$ cat src/rtl/pybitproc_gen.sv
// pybitproc_gen: payload bit processor between the packet controller and the air-bit modem.
//   TX (mode_tx=1): payload -> CRC append -> whitening -> zero pad -> shortened Hamming parity.
//   RX (mode_tx=0): FEC syndrome correction -> de-whitening -> CRC check; only the payload
//   bits are forwarded, CRC and pad bits are consumed internally.
// Ports:
//   clk_6M, rst (sync, active-high)
//   start + config (mode_tx, crc_en, wht_en, fec_en, crc_init, wht_init, pay_len),
//     latched by a start pulse while idle
//   in_valid/in_bit/in_ready   bit-serial input
//   out_valid/out_bit/out_ready bit-serial output (one-entry register)
//   busy, done, crc_ok, fec_corr_cnt, fec_uncorr  per-packet status
//   dbg_state                  current FSM state
// Handshake: a bit moves on a cycle where valid & ready are both high. out_valid stays high and
//   out_bit is held until accepted. in_ready is decoded from the state, the output register and
//   out_ready; it never looks at in_valid.
module pybitproc_gen #(
  parameter int               CRC_W    = 16,
  parameter logic [CRC_W-1:0] CRC_POLY = 16'h1021,
  parameter int               WHT_W    = 7,
  parameter logic [WHT_W-1:0] WHT_POLY = 7'b0010001,
  parameter int               FEC_K    = 10,
  parameter int               FEC_P    = 5,
  parameter logic [FEC_P-1:0] FEC_POLY = 5'b10101,
  parameter int               LEN_W    = 12
) (
  input  logic             clk_6M,
  input  logic             rst,
  input  logic             start,
  input  logic             mode_tx,
  input  logic             crc_en,
  input  logic             wht_en,
  input  logic             fec_en,
  input  logic [CRC_W-1:0] crc_init,
  input  logic [WHT_W-1:0] wht_init,
  input  logic [LEN_W-1:0] pay_len,
  input  logic             in_valid,
  input  logic             in_bit,
  output logic             in_ready,
  output logic             out_valid,
  output logic             out_bit,
  input  logic             out_ready,
  output logic             busy,
  output logic             done,
  output logic             crc_ok,
  output logic [7:0]       fec_corr_cnt,
  output logic             fec_uncorr,
  output logic [2:0]       dbg_state
);
  localparam int FEC_N  = FEC_K + FEC_P;
  localparam int CNT_W  = $clog2(FEC_N + 1);
  localparam int CRC_CW = $clog2(CRC_W + 1);

  typedef enum logic [2:0] {
    S_IDLE = 3'd0, S_INFO = 3'd1, S_PARITY = 3'd2, S_COLLECT = 3'd3, S_SYN = 3'd4, S_DRAIN = 3'd5
  } state_t;

  function automatic logic [CRC_W-1:0] crc_next(input logic [CRC_W-1:0] r, input logic d);
    return {r[CRC_W-2:0], 1'b0} ^ ((r[CRC_W-1] ^ d) ? CRC_POLY : '0);
  endfunction

  function automatic logic [WHT_W-1:0] wht_next(input logic [WHT_W-1:0] w);
    return {w[WHT_W-2:0], 1'b0} ^ (w[WHT_W-1] ? WHT_POLY : '0);
  endfunction

  function automatic logic [FEC_P-1:0] fec_next(input logic [FEC_P-1:0] r, input logic d);
    return {r[FEC_P-2:0], 1'b0} ^ ((r[FEC_P-1] ^ d) ? FEC_POLY : '0);
  endfunction

  state_t state, state_nxt;

  logic cfg_tx, cfg_crc, cfg_wht, cfg_fec;
  logic [CRC_W-1:0]  crc_r;
  logic [WHT_W-1:0]  wht_r;
  logic [FEC_P-1:0]  fec_r, par_r, syn, pw;
  logic [FEC_N-1:0]  cw, flip_mask;
  logic              flip_hit;
  logic [LEN_W-1:0]  pay_rem, pay_rem_n;
  logic [CRC_CW-1:0] crc_rem, crc_rem_n;
  logic [CNT_W-1:0]  blk_cnt, par_cnt, col_cnt;

  logic ph_data, ph_crc, ph_pad, out_free, info_from_in, info_step, par_step, col_step;
  logic blk_last, info_left, info_left_n, raw_bit, wht_bit, info_x, emit, pkt_empty, drain_done;

  // Info-bit phase is decoded from the remaining counts: payload first, then CRC, then pad.
  always_comb begin
    ph_data      = (pay_rem != '0);
    ph_crc       = !ph_data && (crc_rem != '0);
    ph_pad       = !ph_data && !ph_crc;
    out_free     = !out_valid || out_ready;
    info_from_in = cfg_tx ? ph_data : !cfg_fec;
    info_step    = (state == S_INFO) && out_free && (!info_from_in || in_valid);
    par_step     = (state == S_PARITY) && out_free;
    col_step     = (state == S_COLLECT) && in_valid;
    drain_done   = (state == S_DRAIN) && out_free;
    blk_last     = cfg_fec && (blk_cnt == CNT_W'(FEC_K - 1));
    info_left    = ph_data || ph_crc || (cfg_fec && (blk_cnt != '0));
    pay_rem_n    = pay_rem - LEN_W'(ph_data);
    crc_rem_n    = crc_rem - CRC_CW'(ph_crc);
    info_left_n  = (pay_rem_n != '0) || (crc_rem_n != '0) || (cfg_fec && !blk_last);
    if (cfg_tx) raw_bit = ph_data ? in_bit : (ph_crc && crc_r[CRC_W-1]);
    else        raw_bit = cfg_fec ? cw[FEC_N-1] : in_bit;
    // Pad bits bypass the whitener and do not advance it.
    wht_bit      = cfg_wht && !ph_pad && wht_r[WHT_W-1];
    info_x       = raw_bit ^ wht_bit;
    emit         = cfg_tx || ph_data;
    pkt_empty    = (pay_len == '0) && !crc_en;
  end

  // Syndrome lookup: a single error at arrival index i (buffer position N-1-i) gives
  // syndrome x^(N-1-i) mod g, so walk the powers of x and flip the matching position.
  always_comb begin
    syn       = fec_r ^ par_r;
    pw        = FEC_P'(1);
    flip_hit  = 1'b0;
    flip_mask = '0;
    for (int j = 0; j < FEC_N; j++) begin
      if (!flip_hit && (syn != '0) && (pw == syn)) begin
        flip_hit  = 1'b1;
        flip_mask = FEC_N'(1) << j;
      end
      pw = {pw[FEC_P-2:0], 1'b0} ^ (pw[FEC_P-1] ? FEC_POLY : '0);
    end
  end

  // FSM: state register
  always_ff @(posedge clk_6M) begin
    if (rst) state <= S_IDLE;
    else     state <= state_nxt;
  end

  // FSM: next state
  always_comb begin
    state_nxt = state;
    case (state)
      S_IDLE:
        if (start && !pkt_empty) state_nxt = (!mode_tx && fec_en) ? S_COLLECT : S_INFO;
      S_INFO:
        if (info_step) begin
          if (blk_last)          state_nxt = cfg_tx ? S_PARITY : (info_left_n ? S_COLLECT : S_DRAIN);
          else if (!info_left_n) state_nxt = S_DRAIN;
        end
      S_PARITY:
        if (par_step && (par_cnt == CNT_W'(FEC_P - 1))) state_nxt = info_left ? S_INFO : S_DRAIN;
      S_COLLECT:
        if (col_step && (col_cnt == CNT_W'(FEC_N - 1))) state_nxt = S_SYN;
      S_SYN:
        state_nxt = S_INFO;
      S_DRAIN:
        if (drain_done) state_nxt = S_IDLE;
      default:
        state_nxt = S_IDLE;
    endcase
  end

  // FSM: outputs decoded from state
  always_comb begin
    in_ready  = (state == S_COLLECT) || ((state == S_INFO) && info_from_in && out_free);
    busy      = (state != S_IDLE);
    dbg_state = state;
  end

  // Datapath: everything advances only on an accepted step, so backpressure freezes it.
  always_ff @(posedge clk_6M) begin
    if (rst) begin
      {cfg_tx, cfg_crc, cfg_wht, cfg_fec} <= '0;
      crc_r <= '0; wht_r <= '0; fec_r <= '0; par_r <= '0; cw <= '0;
      pay_rem <= '0; crc_rem <= '0; blk_cnt <= '0; par_cnt <= '0; col_cnt <= '0;
      out_valid <= 1'b0; out_bit <= 1'b0; done <= 1'b0; crc_ok <= 1'b0;
      fec_corr_cnt <= '0; fec_uncorr <= 1'b0;
    end else begin
      done <= 1'b0;
      if ((state == S_IDLE) && start) begin
        {cfg_tx, cfg_crc, cfg_wht, cfg_fec} <= {mode_tx, crc_en, wht_en, fec_en};
        crc_r <= crc_init; wht_r <= wht_init; fec_r <= '0; par_r <= '0; cw <= '0;
        pay_rem <= pay_len; crc_rem <= crc_en ? CRC_CW'(CRC_W) : '0;
        blk_cnt <= '0; par_cnt <= '0; col_cnt <= '0;
        fec_corr_cnt <= '0; fec_uncorr <= 1'b0;
        crc_ok <= 1'b0;
        if (pkt_empty) begin
          done   <= 1'b1;
          crc_ok <= !mode_tx;
        end
      end

      if (info_step) begin
        pay_rem <= pay_rem_n;
        crc_rem <= crc_rem_n;
        if (cfg_fec) blk_cnt <= blk_last ? '0 : blk_cnt + CNT_W'(1);
        if (cfg_wht && !ph_pad) wht_r <= wht_next(wht_r);
        if (cfg_tx) begin
          // TX CRC covers the unwhitened payload, then shifts its remainder out.
          if (ph_data)     crc_r <= crc_next(crc_r, raw_bit);
          else if (ph_crc) crc_r <= {crc_r[CRC_W-2:0], 1'b0};
          if (cfg_fec) fec_r <= fec_next(fec_r, info_x);
        end else begin
          if (!ph_pad) crc_r <= crc_next(crc_r, info_x);
          if (cfg_fec) cw <= {cw[FEC_N-2:0], 1'b0};
        end
      end

      if (par_step) begin
        fec_r   <= (par_cnt == CNT_W'(FEC_P - 1)) ? '0 : {fec_r[FEC_P-2:0], 1'b0};
        par_cnt <= (par_cnt == CNT_W'(FEC_P - 1)) ? '0 : par_cnt + CNT_W'(1);
      end

      if (col_step) begin
        cw <= {cw[FEC_N-2:0], in_bit};
        if (col_cnt < CNT_W'(FEC_K)) fec_r <= fec_next(fec_r, in_bit);
        else                         par_r <= {par_r[FEC_P-2:0], in_bit};
        col_cnt <= (col_cnt == CNT_W'(FEC_N - 1)) ? '0 : col_cnt + CNT_W'(1);
      end

      if (state == S_SYN) begin
        cw    <= cw ^ flip_mask;
        fec_r <= '0;
        if (syn != '0) begin
          if (!flip_hit)                   fec_uncorr   <= 1'b1;
          else if (fec_corr_cnt != 8'hFF)  fec_corr_cnt <= fec_corr_cnt + 8'd1;
        end
      end

      if (info_step && emit) begin
        out_valid <= 1'b1;
        out_bit   <= info_x;
      end else if (par_step) begin
        out_valid <= 1'b1;
        out_bit   <= fec_r[FEC_P-1];
      end else if (out_ready) begin
        out_valid <= 1'b0;
      end

      if (drain_done) begin
        done   <= 1'b1;
        crc_ok <= !cfg_tx && (!cfg_crc || (crc_r == '0));
      end
    end
  end
endmodule
$ cat config.mk
export PLATFORM = sky130hd
export DESIGN_NAME = pybitproc_gen
export DESIGN_NICKNAME = d
export VERILOG_FILES = /design/src/rtl/pybitproc_gen.sv
export SDC_FILE = /design/constraint.sdc
export NUM_CORES = 1
export LEC_CHECK = 0
export BUFFER_PORTS_ARGS = -buffer_cell sky130_fd_sc_hd__buf_2
export CORE_MARGIN = 3
export CORE_UTILIZATION = 60
export CTS_BUF_LIST = sky130_fd_sc_hd__clkbuf_4 sky130_fd_sc_hd__clkbuf_8
export DETAILED_ROUTE_END_ITERATION = 7
export GPL_ROUTABILITY_DRIVEN = 0
export PLACE_DENSITY = 0.81
export SKIP_LAST_GASP = 1
export SYNTH_ARGS = -nofsm -noshare
export SYNTH_HDL_FRONTEND = slang
export SYNTH_SLANG_ARGS = --single-unit
$ cat constraint.sdc
create_clock -name clk_6M -period 4.4 [get_ports clk_6M]
set_clock_uncertainty 0.2 [all_clocks]
set_input_delay 0.22 -clock clk_6M [delete_from_list [all_inputs] [get_ports clk_6M]]
set_output_delay 0.22 -clock clk_6M [all_outputs]
set_load 0.1 [all_outputs]
==> impl_metrics.toml, run 1 <==
[run_status]
run_status = "complete, no violations"

[sta]
report.final.hold_viol_count = 0
setup_tns_ns = 0
slew_violations = 0
post-route-period-util = 0.8891
grt_setup_unrepaired = "no"
setup_violations = 0
max_freq_mhz = 255.6
worst-slew-pin-transition_ns = 0.9973
slew_headroom = 0.3352
final_period_minus_worst_setup_slack_ns = 3.912

[logic_synthesis]
post-synth-top-area-fraction = 0.3346
yosys_register_bits = 97
syn_area_um2 = 5803
synth_enable_flop_cells = 0
ys_async_sr_fraction = 0
synth_area_leaders = "dfxtp_1 33%, nand2_1 7.6%, a21oi_1 6.0%"
postSynthAreaPerCell_um2 = 7.707
synth_flop_cell = "dfxtp_1"
synth_warnings = 0
synth-seq-area-share = 0.3346
synthesis.nets = 808
postSynthCellCount = 753
synth_cell_type_count = 68
synthDominantAreaCellType = "dfxtp_1"
ys_top_cells_by_count = "117 x nand2_1, 97 x dfxtp_1, 81 x nor2_1, 70 x a21oi_1, 39 x clkbuf_1"
post-synth-top-count-cell = "nand2_1"

[power]
p_leak_nw = 2.483
p_per_area_nw_per_um2 = 350.5
power_report.internal_total_mw = 1.429
p_comb_frac = 0.319
netSwitchingFraction = 0.3877
irDropWorstVdd_mv = 0.2094
share_seq_of_total_power = 0.443
net_switching_power_figure_mw = 0.9044
part_of_the_total_power_dissipated_in_the_clock_network = 0.238

[layout]
final_cell_utilization_of_the_core = 0.7135
num-nets-final = 873
drive_gt1_frac = 0.1264
fill_cells = 768
syn_to_final_growth_pct = 14.68
fin_area_um2 = 6655
antenna_cells = 0

[setup_path]
crit_path_start_kind = "flop"
rr_startpoint = "pay_rem[6]"
endpoint_kind = "flop"
r2r_cells = 11
setup.worst_path.end = "dbg_state[2]"
worstPathRequired_ns = 4.51
cp.arrival_ns = 4.02
end_of_the_worst_register_to_register_path = "dbg_state[2]"
reg2reg_setup_slack_ns = 0.49
path_class = "reg -> reg"
critical_path.max_fanout = 10
worstSetupStartpoint = "pay_rem[6]"

[grt]
grt_overflow_total = 0
grt_first_pass_wirelength_um = 26740
via_count_of_the_first_global_routing_pass = 5692
groute.layer.met1.usage = 0.3767
gr-max-usage-layer = "met2"
number_of_antenna_violations_at_the_first_check_in_global_routing = 0
grtUsageMet3 = 0.03538
track_usage = 0.2899
grt_max_degree = 50
grtUsageMet2 = 0.4843

[detailed_routing]
dr_total_vias = 6073
drt_iter0_drc = 547
drc_errors = 0
postRouteWirelength_um = 16030
firstDrtPassIters = 5
route.antenna.remaining_nets = 0
via_per_inst = 6.379
avgRoutedWirePerCell_um = 16.84

[clock_tree]
cts_made_buffers = 9
cts_max_path_buffers = 2
clk_latency_ns = 0.38
cts_setup_buffers = 0
ctsRootBufferMaster = "clkbuf_8"
cts_num_sinks = 97
cts.clk_slew.worst_paths_ns = 0.10
htreeDepth = 3
cts_tree = "built"

[floorplan]
die-height_um = 104.3
area_enclosed_by_the_die_boundary_um2 = 10890
floorplan.initialDensity = 0.6221
fp-row-count = 35
top_level_ports = 63
core_area_um2 = 9328
chipWidth_um = 104.3

[place]
placed_cell_area_um2 = 6133
detailedPlacementHpwl_um = 10880
port_buffers = 62

[worst_hold_path]
hold_path_class = "in -> reg"

[flow_run]
cap_violations = 0
-- through the flow --
| stage | total power [mW] | setup WS, ns | hold WS, ns | instances |
|---|---|---|---|---|
| floorplan | 1.589 | 0.4100 | 0.1560 | 753 |
| global placement | 1.727 | 0.7936 | 0.2415 | 902 |
| detailed placement | 1.750 | 0.6553 | 0.2504 | 902 |
| CTS | 2.316 | 0.6049 | 0.01246 | 952 |
| global route | 2.454 | 0.2222 | 0.04744 | 952 |
| finish | 2.333 | 0.4881 | 0.005111 | 952 |
-- worst max-delay path: stages (launching register included) --
cell and delay, ns:
dfxtp_1 0.41, nor4_1 0.62, and3_1 0.42, inv_1 0.15, ha_1 0.26, ha_1 0.25, nor3b_1 0.22, and2_1 0.24
o41ai_1 0.35, o2111ai_1 0.20, o31ai_1 0.32, a31o_2 0.21
-- power groups by stage --
stage | logic (mW) | registers (mW) | clock network [mW]
after global routing | 0.809 | 1.04 | 0.601
after floorplan | 0.528 | 1.06 | 0
after CTS | 0.728 | 1.03 | 0.560
final | 0.744 | 1.03 | 0.555
after global placement | 0.683 | 1.04 | 0
after detailed placement | 0.702 | 1.05 | 0
-- flip-flops by register name, summed over array words and instances (netlist names), 3 cells and up --
register / cells
pay_rem: 12
par_r: 5
cw: 15
blk_cnt: 4
dbg_state: 3
fec_r: 5
fec_corr_cnt: 8
crc_r: 16
crc_rem: 5
par_cnt: 4
col_cnt: 4
wht_r: 7
-- area by class of cell --
cell class / instances / area [um2] / share of cell area
multi-input cells: 592 / 3607 / 0.5420
clock inverters: 6 / 50.05 / 0.007520
well taps: 129 / 161.4 / 0.02425
flip-flops and latches: 97 / 1942 / 0.2918
repair buffers: 104 / 710.7 / 0.1068
inverters: 14 / 52.55 / 0.007896
clock buffers: 10 / 131.4 / 0.01974
-- kinds of logic (layout without fill, tap and decap cells) --
logic type               Yosys count  count (layout)  share of synthesized area
AO/OA/AOI/OAI                    213             213                     0.2516
XOR/XNOR                          31              31                    0.05886
flip-flops                        97              97                     0.3346
AND/OR/NAND/NOR                  334             334                     0.2812
adder cells (fa/ha/maj)           10              10                    0.02156
buffers and inverters             64             134                    0.04485
multiplexers                       4               4                   0.007331
-- layer usage --
layer | vias to the layer above | share of wire
met5 | - | 0
met4 | 0 | 0.033
met3 | 54 | 0.057
met2 | 220 | 0.48
met1 | 2885 | 0.43
li1 | 2914 | -
-- how the worst min path moves through the flow --
stage	from	endpoint	slack (ns)	cells past startpoint
3_5_place_dp	fec_uncorr	fec_uncorr	0.25	2
4_1_cts	crc_init[0]	crc_r[0]	0.01	5
5_1_grt	crc_init[0]	crc_r[0]	0.05	5
2_1_floorplan	wht_en	cfg_wht	0.16	2
6_report	crc_init[0]	crc_r[0]	0.005	5
3_3_place_gp	fec_uncorr	fec_uncorr	0.24	2
-- cell usage in the layout (no fill, tap or decap), types with 3 or more instances in the layout --
| master | n |
|---|---|
| a31oi_1 | 18 |
| nand2b_1 | 10 |
| nor2_1 | 81 |
| xnor3_1 | 4 |
| o31ai_1 | 3 |
| a32oi_1 | 7 |
| dlygate4sd3_1 | 34 |
| or3_1 | 7 |
| inv_1 | 14 |
| a21oi_1 | 70 |
| buf_2 | 62 |
| nor3b_1 | 11 |
| or4_1 | 8 |
| and4b_1 | 3 |
| nand3b_1 | 10 |
| o311ai_0 | 11 |
| nand3_1 | 16 |
| nor4_1 | 19 |
| nor3_1 | 16 |
| ha_1 | 10 |
| and3_1 | 7 |
| o211ai_1 | 8 |
| clkbuf_8 | 9 |
| xor2_1 | 14 |
| a22oi_1 | 12 |
| a211oi_1 | 7 |
| nor2b_1 | 4 |
| o21ai_0 | 24 |
| buf_4 | 8 |
| a311oi_1 | 25 |
| nand2_1 | 117 |
| xnor2_1 | 11 |
| nand4_1 | 10 |
| o21ba_2 | 3 |
| dfxtp_1 | 97 |
-- repair_timing --
action	4_1_cts	5_1_grt
resized for setup	0	0
endpoints found under the hold margin	34	0
setup endpoints to repair	0	0
hold buffers	34	0
No activity file was read; power rests on OpenSTA's default activity.
==> inputs of run 2 (changes only) <==
- CORE_ASPECT_RATIO: default -> 0.6
==> run 2 against run 1 <==
  * Register-to-register slack worse by 0.09 ns
  * Wire length grew 6.4%
  * Highest routed layer unchanged
  * Sequential share of layout area down 0.27 points
  * Flip-flop and latch count unchanged
  * Critical path type unchanged
  * Largest power group unchanged
==> impl_metrics.toml, run 2 (synthesized netlist as in run 1, its figures left out) <==
[run_status]
run_status = "complete, no violations"

[grt]
grt_max_degree = 46
grt_overflow_total = 0
via_count_of_the_first_global_routing_pass = 5661
number_of_antenna_violations_at_the_first_check_in_global_routing = 0
groute.layer.met1.usage = 0.4248
track_usage = 0.3113
grt_first_pass_wirelength_um = 27820
gr-max-usage-layer = "met2"
grtUsageMet2 = 0.4954
grtUsageMet3 = 0.07446

[floorplan]
area_enclosed_by_the_die_boundary_um2 = 10930
die-height_um = 82.18
floorplan.initialDensity = 0.6246
fp-row-count = 27
chipWidth_um = 133.0
core_area_um2 = 9290
top_level_ports = 63

[layout]
reg_top3 = "crc_r (16), cw (15), pay_rem (12)"
most-common-layout-cells = "117 x nand2_1, 97 x dfxtp_1, 81 x nor2_1"
fin_area_um2 = 6716
max_flop_register = "crc_r"
largest_register_ffs = 16
fill_cells = 690
drive_gt1_frac = 0.1262
num-nets-final = 875
antenna_cells = 0
layout.cells.most_common = "nand2_1"
syn_to_final_growth_pct = 15.74
final_cell_utilization_of_the_core = 0.7230

[power]
irDropWorstVdd_mv = 0.1915
p_per_area_nw_per_um2 = 368.6
p_leak_nw = 2.512

[sta]
holdWs_ns = 0.06032
slew_violations = 0
post-route-period-util = 0.9088
setup_tns_ns = 0
worst-slew-pin-transition_ns = 0.7825
final_period_minus_worst_setup_slack_ns = 3.999
grt_setup_unrepaired = "no"
setup_violations = 0
final_critical_path_setup_slack_ns = 0.4014
report.final.hold_viol_count = 0
max_freq_mhz = 250.1
slew_headroom = 0.4766

[clock_tree]
cts_max_path_buffers = 2
ctsRootBufferMaster = "clkbuf_8"
cts_tree = "built"
clk_latency_ns = 0.38
cts_num_sinks = 97
cts.clk_slew.worst_paths_ns = 0.09
cts.repair.resized = 0
htreeDepth = 3
cts_made_buffers = 9

[setup_path]
worstPathRequired_ns = 4.52
critical_path.max_fanout = 10
path_class = "reg -> reg"
cp.arrival_ns = 4.12
crit_path_start_kind = "flop"
endpoint_kind = "flop"

[detailed_routing]
drc_errors = 0
route.antenna.remaining_nets = 0
avgRoutedWirePerCell_um = 17.88
dr_total_vias = 6275
firstDrtPassIters = 7
drt_iter0_drc = 931
postRouteWirelength_um = 17060
via_per_inst = 6.578

[place]
port_buffers = 62
placed_cell_area_um2 = 6142
setup_slack_after_placement_ns = 0.6312
detailedPlacementHpwl_um = 11530

[flow_run]
cap_violations = 0

[worst_hold_path]
hold_path_class = "in -> reg"
run 2: final timing paths:
path / depth (start not counted) / slack, ns / endpoint / from
max: 11 / 0.40 / dbg_state[2] / pay_rem[6]
min: 3 / 0.06 / par_r[0] / in_bit
max reg2reg: 11 / 0.40 / dbg_state[2] / pay_rem[6]
min reg2reg: 2 / 0.27 / cfg_crc / cfg_crc
run 2: stage by stage:
step / instances / power, mW
after floorplan: 753 / 1.589
after global placement: 904 / 1.738
after detailed placement: 904 / 1.763
after CTS: 954 / 2.448
after global routing: 954 / 2.582
final: 954 / 2.476
run 2: cell type report:
cell class              instances  area (um2)  share of cell area
multi-input cells             592        3607              0.5371
clock buffers                  10       137.6             0.02049
flip-flops and latches         97        1942              0.2891
well taps                     130       162.7             0.02422
inverters                      14       52.55            0.007824
repair buffers                106       728.2              0.1084
clock inverters                 5       86.33             0.01285
run 2: critical path: stages, from the launching register on:
cell	delay [ns]
dfxtp_1	0.41
nor4_1	0.57
and3_1	0.42
inv_1	0.16
ha_1	0.28
ha_1	0.28
nor3b_1	0.23
and2_1	0.24
o41ai_1	0.33
o2111ai_1	0.20
o31ai_1	0.39
a31o_2	0.22
run 2: timing repair:
action	4_1_cts	5_1_grt
endpoints found under the hold margin	36	0
buffers inserted	0	0
hold buffers	35	0
run 2: metal layers:
layer | up-vias | routed length, um
met3 | 39 | 1832
met5 | - | 0
met1 | 2891 | 7442
met4 | 0 | 319
li1 | 2926 | -
met2 | 419 | 7460
run 2: power breakdown:
group	switching [mW]	leakage [nW]	internal (mW)
clock network	0.333	0.113	0.338
registers	0.0867	0.789	0.946
logic	0.506	1.61	0.266
